$ cat config.mk
export PLATFORM = sky130hd
export DESIGN_NAME = game_phase_sequencer_flat
export DESIGN_NICKNAME = d
export VERILOG_FILES = /design/src/rtl/game_phase_sequencer_if.sv /design/src/rtl/game_phase_sequencer.sv /design/src/flat_wrapper.sv
export SDC_FILE = /design/constraint.sdc
export NUM_CORES = 1
export LEC_CHECK = 0
export CAP_MARGIN = 0
export CORE_MARGIN = 2
export CORE_UTILIZATION = 35
export DETAILED_ROUTE_END_ITERATION = 6
export PLACE_DENSITY_LB_ADDON = 0.08
export SYNTH_ARGS = -nofsm -noshare
export SYNTH_HDL_FRONTEND = slang
export SYNTH_SLANG_ARGS = --single-unit
$ cat constraint.sdc
create_clock -name Clk100M -period 4.8 [get_ports Clk100M]
set_input_delay 0.96 -clock Clk100M [delete_from_list [all_inputs] [get_ports Clk100M]]
set_output_delay 0.96 -clock Clk100M [all_outputs]
set_load 0.02 [all_outputs]
$ cat src/rtl/game_phase_sequencer_if.sv
// -----------------------------------------------------------------------------
// game_phase_sequencer_if
//   Bundles the control inputs and the display/symbol-generator outputs of the
//   game phase sequencer.
//
//   Signals:
//     start        single-cycle start/restart request
//     pause        level-sensitive freeze of the phase timers
//     user_count   user's answer, sampled at the end of ANSWER
//     game_count   true symbol count, sampled at the end of ANSWER
//     phase        0=IDLE 1=PRELIM 2=GAME 3=ANSWER 4=POST 5=LOST 6=WON
//     phase_start  one-cycle pulse on entry to a timed phase
//     tick         one-cycle pulse per countdown tick
//     countdown    remaining ticks in the current phase
//     level        current level, 0-based
//     level_chng   one-cycle pulse when the level increments
//     score        |user_count - game_count| latched at the end of ANSWER
//     loss / win   high while in LOST / WON
//
//   Modports:
//     master  the sequencer (consumes controls, drives status)
//     slave   the controlling/observing side
// -----------------------------------------------------------------------------
interface game_phase_sequencer_if #(
  parameter int COUNT_W = 7,
  parameter int CD_W    = 4,
  parameter int LEVEL_W = 5
);
  logic               start;
  logic               pause;
  logic [COUNT_W-1:0] user_count;
  logic [COUNT_W-1:0] game_count;
  logic [2:0]         phase;
  logic               phase_start;
  logic               tick;
  logic [CD_W-1:0]    countdown;
  logic [LEVEL_W-1:0] level;
  logic               level_chng;
  logic [COUNT_W-1:0] score;
  logic               loss;
  logic               win;

  modport master (
    input  start, pause, user_count, game_count,
    output phase, phase_start, tick, countdown, level, level_chng, score,
           loss, win
  );

  modport slave (
    output start, pause, user_count, game_count,
    input  phase, phase_start, tick, countdown, level, level_chng, score,
           loss, win
  );
endinterface

$ cat src/rtl/game_phase_sequencer.sv
// -----------------------------------------------------------------------------
// game_phase_sequencer
//   Level/period controller for the counting game. An internal divider turns
//   Clk100M into countdown ticks; each level runs PRELIM -> GAME -> ANSWER ->
//   POST. At the end of ANSWER the user's count is scored against the true
//   count; a pass advances the level (or wins after the last one), a fail
//   ends the game in LOST. LOST/WON wait for a new start.
//
//   Ports:
//     Clk100M  system clock
//     reset    synchronous, active-high reset (priority over everything)
//     bus      game_phase_sequencer_if.master: start/pause/user_count/
//              game_count in; phase, phase_start, tick, countdown, level,
//              level_chng, score, loss, win out
//
//   Parameters:
//     TICK_DIV   Clk100M cycles per countdown tick (>=2)
//     PRELIM_S, GAME_S, ANSWER_S, POST_S   phase durations in ticks (>=1)
//     NUM_LEVELS number of levels (1..2^LEVEL_W)
//     LEVEL_W, COUNT_W, CD_W   output widths (CD_W holds the largest *_S)
//     TOL        largest score that still counts as a pass
// -----------------------------------------------------------------------------
module game_phase_sequencer #(
  parameter int TICK_DIV   = 100000000,
  parameter int PRELIM_S   = 3,
  parameter int GAME_S     = 10,
  parameter int ANSWER_S   = 5,
  parameter int POST_S     = 2,
  parameter int NUM_LEVELS = 16,
  parameter int LEVEL_W    = 5,
  parameter int COUNT_W    = 7,
  parameter int CD_W       = 4,
  parameter int TOL        = 0
) (
  input  logic                    Clk100M,
  input  logic                    reset,
  game_phase_sequencer_if.master  bus
);

  localparam int DIV_W = (TICK_DIV > 2) ? $clog2(TICK_DIV) : 1;

  localparam logic [DIV_W-1:0]   DIV_LAST   = DIV_W'(TICK_DIV - 1);
  localparam logic [CD_W-1:0]    CD_PRELIM  = CD_W'(PRELIM_S);
  localparam logic [CD_W-1:0]    CD_GAME    = CD_W'(GAME_S);
  localparam logic [CD_W-1:0]    CD_ANSWER  = CD_W'(ANSWER_S);
  localparam logic [CD_W-1:0]    CD_POST    = CD_W'(POST_S);
  localparam logic [CD_W-1:0]    CD_ONE     = CD_W'(1);
  localparam logic [LEVEL_W-1:0] LEVEL_LAST = LEVEL_W'(NUM_LEVELS - 1);
  localparam logic [COUNT_W-1:0] TOL_C      = COUNT_W'(TOL);

  typedef enum logic [2:0] {
    IDLE   = 3'd0,
    PRELIM = 3'd1,
    GAME   = 3'd2,
    ANSWER = 3'd3,
    POST   = 3'd4,
    LOST   = 3'd5,
    WON    = 3'd6
  } phase_t;

  phase_t             state, state_nxt;
  logic [DIV_W-1:0]   div_cnt, div_nxt;
  logic [CD_W-1:0]    cd, cd_nxt;
  logic [LEVEL_W-1:0] level_r, level_nxt;
  logic [COUNT_W-1:0] score_r, score_nxt;
  logic               phase_start_r, phase_start_nxt;
  logic               level_chng_r, level_chng_nxt;

  logic               timed;
  logic               tick_int;
  logic [COUNT_W-1:0] diff;

  // Magnitude of the difference without wrap: subtract the smaller operand
  // from the larger one.
  function automatic logic [COUNT_W-1:0] abs_diff(
    input logic [COUNT_W-1:0] a,
    input logic [COUNT_W-1:0] b
  );
    return (a >= b) ? (a - b) : (b - a);
  endfunction

  // Countdown loaded on entry to each timed phase.
  function automatic logic [CD_W-1:0] dur_of(input phase_t p);
    case (p)
      PRELIM:  return CD_PRELIM;
      GAME:    return CD_GAME;
      ANSWER:  return CD_ANSWER;
      POST:    return CD_POST;
      default: return '0;
    endcase
  endfunction

  assign timed    = (state == PRELIM) || (state == GAME) ||
                    (state == ANSWER) || (state == POST);
  // tick is combinational on pause so a frozen timer never emits a tick.
  assign tick_int = timed && !bus.pause && (div_cnt == DIV_LAST);
  assign diff     = abs_diff(bus.user_count, bus.game_count);

  always_comb begin
    state_nxt       = state;
    div_nxt         = div_cnt;
    cd_nxt          = cd;
    level_nxt       = level_r;
    score_nxt       = score_r;
    phase_start_nxt = 1'b0;
    level_chng_nxt  = 1'b0;

    case (state)
      IDLE: begin
        if (bus.start) begin
          state_nxt       = PRELIM;
          level_nxt       = '0;
          phase_start_nxt = 1'b1;
        end
      end

      LOST, WON: begin
        if (bus.start) begin
          state_nxt       = PRELIM;
          level_nxt       = '0;
          score_nxt       = '0;
          phase_start_nxt = 1'b1;
        end
      end

      PRELIM, GAME, ANSWER, POST: begin
        if (!bus.pause) begin
          if (!tick_int) begin
            div_nxt = div_cnt + 1'b1;
          end else if (cd > CD_ONE) begin
            div_nxt = '0;
            cd_nxt  = cd - 1'b1;
          end else begin
            // Last tick of the phase: pick the successor.
            div_nxt = '0;
            case (state)
              PRELIM: begin
                state_nxt       = GAME;
                phase_start_nxt = 1'b1;
              end
              GAME: begin
                state_nxt       = ANSWER;
                phase_start_nxt = 1'b1;
              end
              ANSWER: begin
                score_nxt = diff;
                if (diff <= TOL_C) begin
                  state_nxt       = POST;
                  phase_start_nxt = 1'b1;
                end else begin
                  state_nxt = LOST;
                  cd_nxt    = '0;
                end
              end
              POST: begin
                if (level_r == LEVEL_LAST) begin
                  state_nxt = WON;
                  cd_nxt    = '0;
                end else begin
                  state_nxt       = PRELIM;
                  level_nxt       = level_r + 1'b1;
                  level_chng_nxt  = 1'b1;
                  phase_start_nxt = 1'b1;
                end
              end
              default: ;
            endcase
          end
        end
      end

      default: begin
        state_nxt = IDLE;
        cd_nxt    = '0;
        div_nxt   = '0;
      end
    endcase

    // Every timed-phase entry restarts the divider and reloads the countdown,
    // so the new phase lasts exactly DUR*TICK_DIV unpaused cycles.
    if (phase_start_nxt) begin
      div_nxt = '0;
      cd_nxt  = dur_of(state_nxt);
    end
  end

  always_ff @(posedge Clk100M) begin
    if (reset) begin
      state         <= IDLE;
      div_cnt       <= '0;
      cd            <= '0;
      level_r       <= '0;
      score_r       <= '0;
      phase_start_r <= 1'b0;
      level_chng_r  <= 1'b0;
    end else begin
      state         <= state_nxt;
      div_cnt       <= div_nxt;
      cd            <= cd_nxt;
      level_r       <= level_nxt;
      score_r       <= score_nxt;
      phase_start_r <= phase_start_nxt;
      level_chng_r  <= level_chng_nxt;
    end
  end

  assign bus.phase       = state;
  assign bus.phase_start = phase_start_r;
  assign bus.tick        = tick_int;
  assign bus.countdown   = cd;
  assign bus.level       = level_r;
  assign bus.level_chng  = level_chng_r;
  assign bus.score       = score_r;
  assign bus.loss        = (state == LOST);
  assign bus.win         = (state == WON);

endmodule

$ cat src/flat_wrapper.sv
// flat-port wrapper written by rule: the top's interface ports become plain ports
module game_phase_sequencer_flat 
#(
  parameter int TICK_DIV   = 100000000,
  parameter int PRELIM_S   = 3,
  parameter int GAME_S     = 10,
  parameter int ANSWER_S   = 5,
  parameter int POST_S     = 2,
  parameter int NUM_LEVELS = 16,
  parameter int LEVEL_W    = 5,
  parameter int COUNT_W    = 7,
  parameter int CD_W       = 4,
  parameter int TOL        = 0
)
  (Clk100M, reset, bus_start, bus_pause, bus_user_count, bus_game_count, bus_phase, bus_phase_start, bus_tick, bus_countdown, bus_level, bus_level_chng, bus_score, bus_loss, bus_win);
  game_phase_sequencer_if #(.COUNT_W(COUNT_W), .CD_W(CD_W), .LEVEL_W(LEVEL_W)) bus_i ();
  input  logic Clk100M;
  input  logic reset;
  input wire logic [$bits(bus_i.start)-1:0] bus_start;
  input wire logic [$bits(bus_i.pause)-1:0] bus_pause;
  input wire logic [$bits(bus_i.user_count)-1:0] bus_user_count;
  input wire logic [$bits(bus_i.game_count)-1:0] bus_game_count;
  output wire logic [$bits(bus_i.phase)-1:0] bus_phase;
  output wire logic [$bits(bus_i.phase_start)-1:0] bus_phase_start;
  output wire logic [$bits(bus_i.tick)-1:0] bus_tick;
  output wire logic [$bits(bus_i.countdown)-1:0] bus_countdown;
  output wire logic [$bits(bus_i.level)-1:0] bus_level;
  output wire logic [$bits(bus_i.level_chng)-1:0] bus_level_chng;
  output wire logic [$bits(bus_i.score)-1:0] bus_score;
  output wire logic [$bits(bus_i.loss)-1:0] bus_loss;
  output wire logic [$bits(bus_i.win)-1:0] bus_win;
  assign bus_i.start = bus_start;
  assign bus_i.pause = bus_pause;
  assign bus_i.user_count = bus_user_count;
  assign bus_i.game_count = bus_game_count;
  assign bus_phase = bus_i.phase;
  assign bus_phase_start = bus_i.phase_start;
  assign bus_tick = bus_i.tick;
  assign bus_countdown = bus_i.countdown;
  assign bus_level = bus_i.level;
  assign bus_level_chng = bus_i.level_chng;
  assign bus_score = bus_i.score;
  assign bus_loss = bus_i.loss;
  assign bus_win = bus_i.win;
  game_phase_sequencer #(.TICK_DIV(TICK_DIV), .PRELIM_S(PRELIM_S), .GAME_S(GAME_S), .ANSWER_S(ANSWER_S), .POST_S(POST_S), .NUM_LEVELS(NUM_LEVELS), .LEVEL_W(LEVEL_W), .COUNT_W(COUNT_W), .CD_W(CD_W), .TOL(TOL)) u_core (.Clk100M(Clk100M), .reset(reset), .bus(bus_i));
endmodule
==> results.sh <==
export IMPL_period_minus_slack_ps=4020
export IMPL_synth_seq_cells=48
export IMPL_rsz0062_at_grt="no"
export IMPL_die_w_um=99.9
export IMPL_worst_pin_slew_ps=933
export IMPL_diodes=0
export IMPL_drt_iter0_drc=127
export IMPL_clkPwrFrac=0.300
export IMPL_worst_ep_required_time_ps=3840
export IMPL_critPathKind="in -> out"
export IMPL_synth_nets=443
export IMPL_status="finished clean"
export IMPL_clock_sinks=48
export IMPL_crit_fanout=4
export IMPL_async_flop_share=0
export IMPL_seqPwrFrac=0.481
export IMPL_power_density_nw_per_um2=225
export IMPL_synth_edf_count=0
export IMPL_clk_pin_slew_worst_paths_ps=100
export IMPL_endpoint_kind="output port"
export IMPL_place_congestion=0.765
export IMPL_swShare=0.299
export IMPL_core_um2=8810
export IMPL_avgRoutedWirePerCell_um=14.3
export IMPL_ctsResizeCount=0
export IMPL_wirelength_um=7820
export IMPL_relSlewSlack=0.375
export IMPL_final_area_um2=3800
export IMPL_cts_tree="yes"
export IMPL_setup_violations=0
export IMPL_finalHoldViolations=0
export IMPL_leakage_nw=1.43
export IMPL_seq_area_frac_synth=0.299
export IMPL_io_buffers=41
export IMPL_n_fill_cell=927
export IMPL_p_total_w=0.000857
export IMPL_grt_first_pass_wirelength_um=13200
export IMPL_io_pins=42
export IMPL_final_common_cell="nor2_1"
export IMPL_root_buffer="clkbuf_8"
export IMPL_drive_above_1_share=0.0548
export IMPL_antenna_found_initial=0
export IMPL_cts_setup_buffers=0
export IMPL_area_delta_synth_final_pct=18.2
export IMPL_period_share=0.838
export IMPL_synth_area_um2=3220
export IMPL_avgSynthCellArea_um2=7.95
export IMPL_clock_insertion_delay_worst_skew_ps=310
export IMPL_whs_ps=506
export IMPL_syn_inst=405
export IMPL_hold_buffers=0
export IMPL_cts_buffers=5
export IMPL_die_area_um2=9980
export IMPL_final_cell_mix="64 x nor2_1, 48 x dfxtp_1, 41 x clkdlybuf4s50_1"
export IMPL_stdcell_count=546
export IMPL_peakVddDrop_uv=110
export IMPL_placed_cell_area_um2=3710
export IMPL_clockBufferDepth=2
export IMPL_die_height_um=99.9
export IMPL_grt_pass1_vias=2688
export IMPL_synth_ff_type="dfxtp_1"
export IMPL_htree_levels=2
export IMPL_finalSetupTns_ps=0
export IMPL_maxSlewViolCount=0
export IMPL_grt_max_degree=24
export IMPL_initial_core_util=0.365
export IMPL_p_int_w=0.000601
export IMPL_placedCellCount=539
export IMPL_rows=34
export IMPL_critPathLaunchType="input pin"
export IMPL_viasPerCell=5.37
export IMPL_crit_arrival_ps=3060
export IMPL_hold_path_class="reg -> reg"
export IMPL_multi_input_area_um2=2100
export IMPL_max_cap_violations=0
export IMPL_fmax_ghz=0.249
export IMPL_globalRouteTotalUtil=0.161
export IMPL_synth_yosys_warnings=0
export IMPL_dp_hpwl_um=5880
export IMPL_regArea_um2=961
export IMPL_drtPass1Iterations=4
export IMPL_ys_types=55
export IMPL_overflow=0
export IMPL_vias=2932
export IMPL_skew_ps=15.3
export IMPL_drc=0
export IMPL_nets=476
export IMPL_comb_power_share=0.219
export IMPL_drtAntennaViolNets=0
export IMPL_p_switching_w=0.000256
## synth_stat cells (2+ instances only)
master,count,share of area
nor2_1,64,0.075
dfxtp_1,48,0.30
a21oi_1,24,0.037
nand2_1,24,0.028
xor2_1,22,0.060
inv_1,21,0.024
ha_1,18,0.070
clkbuf_1,14,0.016
nand3_1,13,0.020
nor3_1,13,0.020
nand4_1,11,0.021
xnor2_1,11,0.030
and2_1,8,0.016
nand2b_1,8,0.016
mux2i_1,7,0.022
o22ai_1,6,0.012
a31oi_1,5,0.0097
and3_1,5,0.0097
and4_1,5,0.014
nor2b_1,5,0.0097
nor4_1,5,0.0097
o21ai_1,5,0.0078
a211oi_1,4,0.0093
a21o_1,4,0.0093
a22oi_1,4,0.0093
buf_2,4,0.0062
o21ai_0,4,0.0062
nor4b_1,3,0.0082
o21a_1,3,0.0070
a221oi_1,2,0.0054
a32oi_1,2,0.0054
a41oi_1,2,0.0054
and3_2,2,0.0047
fa_1,2,0.012
nand3b_1,2,0.0047
nand4_2,2,0.0078
nor3b_1,2,0.0047
nor4bb_1,2,0.0062
o21bai_1,2,0.0047
or2_2,2,0.0039
## metrics by stage
step	utilization	setup slack [ps]
global route	0.432	615
finish	0.432	780
floorplan	-	1660
CTS	0.432	735
detailed placement	0.422	749
global placement	0.422	738
## metal layers
| layer | share of wire | track usage |
|---|---|---|
| met1 | 0.52 | 0.236 |
| met2 | 0.42 | 0.245 |
| met3 | 0.046 | 0.0272 |
| met4 | 0.015 | 0.0453 |
| met5 | 0 | 0 |
## layout make-up
type	instances	share of cell area
Sequential cell	48	0.253
Timing Repair Buffer	44	0.114
Tap cell	108	0.0355
Clock inverter	1	0.00230
Inverter	22	0.0217
Multi-Input combinational cell	317	0.552
Clock buffer	6	0.0217
## worst paths after layout
path / cells after the start / to / startpoint / slack (ps)
max: 5 / bus_tick / bus_pause / 780
min reg2reg: 2 / u_core.bus.score[5] / u_core.bus.score[5] / 510
min: 2 / u_core.bus.score[5] / u_core.bus.score[5] / 510
max reg2reg: 9 / u_core.div_cnt[21] / u_core.bus.phase[1] / 1400
## worst max-delay path, cell delays in order
cell and delay [ps]:
clkdlybuf4s50_1 470, nor4b_1 290, nand3_1 110, nor4bb_1 520, clkdlybuf4s50_1 710
## power groups by stage
stage / sequential, W / combinational (W) / clock (W)
finish: 0.000412 / 0.000188 / 0.000257
global route: 0.000414 / 0.000208 / 0.000280
CTS: 0.000413 / 0.000189 / 0.000269
detailed placement: 0.000422 / 0.000187 / 0
global placement: 0.000422 / 0.000187 / 0
floorplan: 0.000424 / 0.000127 / 0
## cells by family after synthesis
| group | share of synthesized area |
|---|---|
| xor+xnor | 0.0898 |
| buf+inv | 0.0482 |
| compound gates | 0.155 |
| fa+ha+maj | 0.0824 |
| flops | 0.299 |
| simple gates | 0.301 |
| mux | 0.0253 |
## sequential cells by signal (all words and copies together), names as in the netlist
register                count
u_core.div_cnt             27
u_core.bus.level_chng       1
u_core.bus.countdown        4
u_core.bus.level            5
u_core.bus.phase_start      1
u_core.bus.score            7
u_core.bus.phase            3
No activity file was read; power rests on OpenSTA's default activity.
